### src/rtl/muldiv_unit.sv
// muldiv_unit: iterative multiply/divide unit with architectural HI/LO.
// Decodes MULT/MULTU/DIV/DIVU/MFHI/MFLO/MTHI/MTLO. A multiply runs one
// shift-add step per cycle and a divide one restoring step per cycle. A
// FIX cycle then applies the sign correction and writes HI/LO. While an
// operation is in flight, any further mdu instruction is stalled.
//
// Handshake: an mdu instruction is consumed on a rising edge when it is
// presented (valid, RTYPE opcode, mdu funct) and stall is low. When stall
// is high, the instruction is not consumed and must be held until stall
// drops. The unit never aborts an accepted operation except on rst.
module muldiv_unit #(
    parameter int WIDTH = 32
) (
    input  logic             clk,
    input  logic             rst,
    input  logic             valid,
    input  logic [5:0]       opcode,
    input  logic [5:0]       funct,
    input  logic [WIDTH-1:0] rs_val,
    input  logic [WIDTH-1:0] rt_val,
    output logic             stall,
    output logic             busy,
    output logic [WIDTH-1:0] result,
    output logic             result_valid,
    output logic [WIDTH-1:0] hi,
    output logic [WIDTH-1:0] lo
);

    localparam int CW = $clog2(WIDTH + 1);
    localparam logic [CW-1:0] CNT_INIT = CW'(WIDTH);
    localparam logic [CW-1:0] CNT_ONE  = CW'(1);

    localparam logic [5:0] OP_RTYPE = 6'h00;
    localparam logic [5:0] F_MFHI   = 6'h10;
    localparam logic [5:0] F_MTHI   = 6'h11;
    localparam logic [5:0] F_MFLO   = 6'h12;
    localparam logic [5:0] F_MTLO   = 6'h13;
    localparam logic [5:0] F_MULT   = 6'h18;
    localparam logic [5:0] F_MULTU  = 6'h19;
    localparam logic [5:0] F_DIV    = 6'h1A;
    localparam logic [5:0] F_DIVU   = 6'h1B;

    typedef enum logic [1:0] {S_IDLE, S_MUL, S_DIV, S_FIX} state_t;

    state_t             state;
    logic [CW-1:0]      count;
    logic [2*WIDTH-1:0] acc;       // multiply: {partial, multiplier}; divide: {remainder, quotient}
    logic [WIDTH-1:0]   opnd;      // multiplicand or divisor magnitude
    logic               sign_q;
    logic               sign_r;
    logic               div_zero;
    logic               op_div;

    logic               rtype, is_md, is_mf, is_mt, mdu_op, is_signed;
    logic [WIDTH-1:0]   rs_abs, rt_abs;
    logic [WIDTH:0]     mul_sum;
    logic [WIDTH:0]     div_shift;
    logic               div_ge;
    logic [WIDTH-1:0]   div_rem;
    logic [WIDTH-1:0]   quo_fix, rem_fix, dz_hi;
    logic [2*WIDTH-1:0] prod_fix;

    // Instruction decode, stall and MFHI/MFLO read port.
    always_comb begin
        rtype        = valid && (opcode == OP_RTYPE);
        is_md        = rtype && ((funct == F_MULT) || (funct == F_MULTU) ||
                                 (funct == F_DIV)  || (funct == F_DIVU));
        is_mf        = rtype && ((funct == F_MFHI) || (funct == F_MFLO));
        is_mt        = rtype && ((funct == F_MTHI) || (funct == F_MTLO));
        mdu_op       = is_md || is_mf || is_mt;
        busy         = (state != S_IDLE);
        stall        = mdu_op && busy;
        result_valid = is_mf && !busy;
        result       = '0;
        if (result_valid) begin
            result = (funct == F_MFHI) ? hi : lo;
        end
        // funct bit 0 clear selects the signed variants (MULT, DIV)
        is_signed    = !funct[0];
        rs_abs       = (is_signed && rs_val[WIDTH-1]) ? -rs_val : rs_val;
        rt_abs       = (is_signed && rt_val[WIDTH-1]) ? -rt_val : rt_val;
    end

    // One iteration step for each algorithm, plus the FIX-cycle sign correction.
    always_comb begin
        mul_sum   = {1'b0, acc[2*WIDTH-1:WIDTH]} + (acc[0] ? {1'b0, opnd} : '0);
        div_shift = {acc[2*WIDTH-1:WIDTH], acc[WIDTH-1]};
        div_ge    = (div_shift >= {1'b0, opnd});
        // the true difference is below the divisor whenever div_ge holds,
        // so the low WIDTH bits of the modular subtraction are exact
        div_rem   = div_shift[WIDTH-1:0] - opnd;
        prod_fix  = sign_q ? -acc : acc;
        quo_fix   = sign_q ? -acc[WIDTH-1:0] : acc[WIDTH-1:0];
        rem_fix   = sign_r ? -acc[2*WIDTH-1:WIDTH] : acc[2*WIDTH-1:WIDTH];
        // divide-by-zero leaves |rs| untouched in the low half; restore its sign
        dz_hi     = sign_r ? -acc[WIDTH-1:0] : acc[WIDTH-1:0];
    end

    // Control FSM with the iteration datapath and the HI/LO registers.
    always_ff @(posedge clk or posedge rst) begin
        if (rst) begin
            state    <= S_IDLE;
            count    <= '0;
            acc      <= '0;
            opnd     <= '0;
            sign_q   <= 1'b0;
            sign_r   <= 1'b0;
            div_zero <= 1'b0;
            op_div   <= 1'b0;
            hi       <= '0;
            lo       <= '0;
        end else begin
            case (state)
                S_IDLE: begin
                    if (is_md) begin
                        count    <= CNT_INIT;
                        sign_q   <= is_signed && (rs_val[WIDTH-1] ^ rt_val[WIDTH-1]);
                        sign_r   <= is_signed && rs_val[WIDTH-1];
                        div_zero <= (rt_val == '0);
                        op_div   <= funct[1];
                        if (funct[1]) begin
                            acc   <= {{WIDTH{1'b0}}, rs_abs};
                            opnd  <= rt_abs;
                            state <= S_DIV;
                        end else begin
                            acc   <= {{WIDTH{1'b0}}, rt_abs};
                            opnd  <= rs_abs;
                            state <= S_MUL;
                        end
                    end else if (is_mt) begin
                        if (funct == F_MTHI) hi <= rs_val;
                        else                 lo <= rs_val;
                    end
                end
                S_MUL: begin
                    acc   <= {mul_sum, acc[WIDTH-1:1]};
                    count <= count - CNT_ONE;
                    if (count == CNT_ONE) state <= S_FIX;
                end
                S_DIV: begin
                    if (!div_zero) begin
                        acc <= {(div_ge ? div_rem : div_shift[WIDTH-1:0]),
                                acc[WIDTH-2:0], div_ge};
                    end
                    count <= count - CNT_ONE;
                    if (count == CNT_ONE) state <= S_FIX;
                end
                S_FIX: begin
                    if (!op_div) begin
                        {hi, lo} <= prod_fix;
                    end else if (div_zero) begin
                        hi <= dz_hi;
                        lo <= '1;
                    end else begin
                        hi <= rem_fix;
                        lo <= quo_fix;
                    end
                    state <= S_IDLE;
                end
                default: state <= S_IDLE;
            endcase
        end
    end

endmodule

### config.mk
export PLATFORM = sky130hd
export DESIGN_NAME = muldiv_unit
export DESIGN_NICKNAME = d
export VERILOG_FILES = /design/src/rtl/muldiv_unit.sv
export SDC_FILE = /design/constraint.sdc
export NUM_CORES = 1
export LEC_CHECK = 0
export CORE_ASPECT_RATIO = 1.5
export CORE_UTILIZATION = 46
export CTS_BUF_LIST = sky130_fd_sc_hd__clkbuf_8
export DETAILED_ROUTE_END_ITERATION = 7
export PLACE_DENSITY_LB_ADDON = 0.15
export SLEW_MARGIN = 0
export SYNTH_ARGS = -nofsm -noshare
export SYNTH_HDL_FRONTEND = slang
export SYNTH_SLANG_ARGS = --single-unit
### constraint.sdc
create_clock -name clk -period 7.8 [get_ports clk]
set_clock_uncertainty 0.1 [all_clocks]
set_input_delay 1.17 -clock clk [delete_from_list [all_inputs] [get_ports clk]]
set_output_delay 1.17 -clock clk [all_outputs]
set_load 0.01 [all_outputs]
==> impl_metrics.yaml <==
layout:
  syn_to_final_growth_pct: 13.4
  multi_input_area_um2: 11700
  layout_commonest_cell: "nand2_1"
  final_cell_mix: "nand2_1 (315), o21ai_0 (244), a21oi_1 (211)"
  seq_area_um2: 4310
  drive_gt1_share_pct: 3.86
  nets: 2529
  fillers: 3574
logic_synthesis:
  yosys.area.top_type: "dfrtp_1"
  synth.cell_area_um2: 17000
  yosys-top-cells-area: "dfrtp_1 (25%), o21ai_0 (7.2%), xnor2_1 (7.1%), nand2_1 (7.0%), a21oi_1 (6.2%)"
  syn_inst: 2345
  synth_cell_types: 76
  ys_ff_latch: 172
  synth_top_area_share_pct: 25.3
  yosysSeqAreaShare_pct: 25.3
  async_flop_share_pct: 100
  postSynthAreaPerCell_um2: 7.25
  ys_warn_count: 0
  synth_edf_count: 0
  synthesis.nets: 2501
  synth-main-ff-cell: "dfrtp_1"
floorplanning:
  start_util_pct: 47.0
  core_um2: 36200
  row_count: 85
  die-width_um: 159
  io-pin-count: 178
  fp.dieArea_um2: 37800
  die_h_um: 237
global_route:
  grt_max_degree: 95
  antenna_found_initial: 1
  grt-ovfl-total: 0
  track_usage_pct: 33.1
  grt_pass1_wl_mm: 97.4
  grt_pass1_vias: 16900
power:
  p_switching_mw: 3.84
  p_per_area_nw_per_um2: 375
  p_leak_nw: 7.79
  power.internal_mw: 3.40
  peakVddDrop_mv: 0.209
  finalPower_mw: 7.24
  p_comb_share_pct: 67.0
  seqPwrFrac_pct: 22.9
  swShare_pct: 53.0
  clkPwrFrac_pct: 10.1
critical_path:
  rr_startpoint: "acc[7]"
  crit_fanout: 33
  path_class: "in -> out"
  rr_endpoint: "hi[15]"
  worst_ep_required_time_ns: 6.53
  crit_path_end_kind: "output port"
  worstPathArrival_ns: 4.64
  start_kind: "input pin"
  rrSetupSlack_ns: 3.14
  rr_worst_depth: 9
route:
  avgViaCountPerCell: 6.21
  ant_nets: 0
  first_pass_iters: 6
  routedWlPerCell_um: 21.8
  drt_iter0_markers: 1474
  drt-total-wl_mm: 62.5
  dr_total_vias: 17800
  route.detailed.drc: 0
cts:
  postCtsSetupBuffers: 0
  cts_resized: 0
  clk_path_buf_depth: 2
  htree_levels: 4
  cts_tree: "yes"
  cts_root_buf: "clkbuf_8"
  insertion_delay_ns: 0.53
  cts_sinks: 172
  holdBufCountCts: 0
  clkTransAtPathRegs_ns: 0.10
  cts_inserted_buffers: 17
timing:
  slew_headroom_pct: 17.9
  finalHoldViolations: 0
  tightest_slew_ns: 1.23
  setup_viol: 0
  period_share_pct: 75.8
  fmax_ghz: 0.169
  slew_violations: 0
  fin_crit_ns: 5.91
  tns_ns: 0
  rsz0062_at_grt: "false"
job:
  drv_cap: 0
place:
  place_congestion: 0.998
  port_buffers: 177
  dp_hpwl_mm: 48.2
hold_path:
  hold_start: "opnd[8]"
  min_path_cells: 2
  whs_endpoint: "opnd[8]"
  hold_class: "reg -> reg"
status:
  outcome: "finished, final reports clean"
==> layer usage <==
metal  track usage (%)  share of wire, %  vias to the layer above
met1              39.5                40                     8412
met2              56.6                48                      802
li1                  -                 -                     8380
met3              3.59               5.9                      188
met4              21.2               6.4                        0
met5                 0                 0                        -
==> through the flow <==
| stage | setup slack (ns) | area (um^2) | utilization (%) | cells | hold slack, ns |
|---|---|---|---|---|---|
| floorplan | 1.87 | 17000 | - | 2345 | 0.350 |
| global placement | 2.02 | 18900 | 52.1 | 2832 | 0.366 |
| detailed placement | 1.88 | 18900 | 52.1 | 2832 | 0.370 |
| CTS | 1.87 | 19300 | 53.3 | 2863 | 0.400 |
| global route | 1.64 | 19300 | 53.3 | 2864 | 0.421 |
| finish | 1.89 | 19300 | 53.3 | 2864 | 0.397 |
==> state kept, by name, indices dropped and copies added (netlist names) <==
name	count
acc	64
count	6
div_zero	1
hi	32
lo	32
op_div	1
opnd	32
sign_q	1
sign_r	1
state	2
==> final cells by class <==
type,count,share of cell area (%)
inverters,73,1.45
well taps,478,3.10
clock buffers,20,1.43
multi-input cells,1906,60.7
clock inverters,11,0.811
repair buffers,203,10.2
flip-flops and latches,172,22.3
diodes,1,0.0130
==> synth_stat cells, types with 14 or more instances <==
library cell	instances
inv_1	73
ha_1	75
nor3b_1	16
nor4_1	17
nand2b_1	16
a31oi_1	18
nand2_1	316
or3_1	27
a22oi_1	55
nor2b_1	15
xnor2_1	138
nor3_1	51
o211ai_1	44
o21a_1	16
o21ai_0	244
o22ai_1	29
nor2_1	207
clkbuf_1	176
and2_1	15
dfrtp_1	172
o31ai_1	39
nand3_1	33
xor2_1	84
mux2i_1	28
and3_1	14
a21oi_1	211
a21o_1	37
==> power by group through the flow <==
| stage | logic, mW | registers (mW) | clock network (mW) |
|---|---|---|---|
| after floorplan | 3.33 | 1.44 | 0 |
| after global placement | 4.70 | 1.66 | 0 |
| after detailed placement | 4.74 | 1.67 | 0 |
| after CTS | 4.77 | 1.65 | 0.732 |
| after global routing | 5.24 | 1.70 | 0.767 |
| final | 4.85 | 1.66 | 0.730 |
==> logic make-up after synthesis <==
logic type      Yosys count  share of synthesized area [%]
mux                      31                           1.91
flops                   172                           25.3
xor+xnor                222                           11.4
buf+inv                 267                           6.06
simple gates            782                           21.1
fa+ha+maj                77                           5.75
compound gates          794                           28.5
==> critical path, stage by stage <==
cell and delay [ns]:
clkdlybuf4s50_1 0.44, nor3b_1 0.37, nand3_1 0.16, nor3_1 0.67
nand2b_1 0.85, a21oi_1 0.38, clkdlybuf4s50_1 0.58
==> worst max path at each step <==
| stage | from | end | cells after the start |
|---|---|---|---|
| after floorplan | rst | acc[0] | 1 |
| after global placement | funct[4] | result[26] | 7 |
| after detailed placement | funct[4] | result[26] | 7 |
| after CTS | funct[4] | result[26] | 7 |
| after global routing | funct[4] | result[19] | 7 |
| final | funct[4] | result[26] | 7 |
No activity file was read; power rests on OpenSTA's default activity.
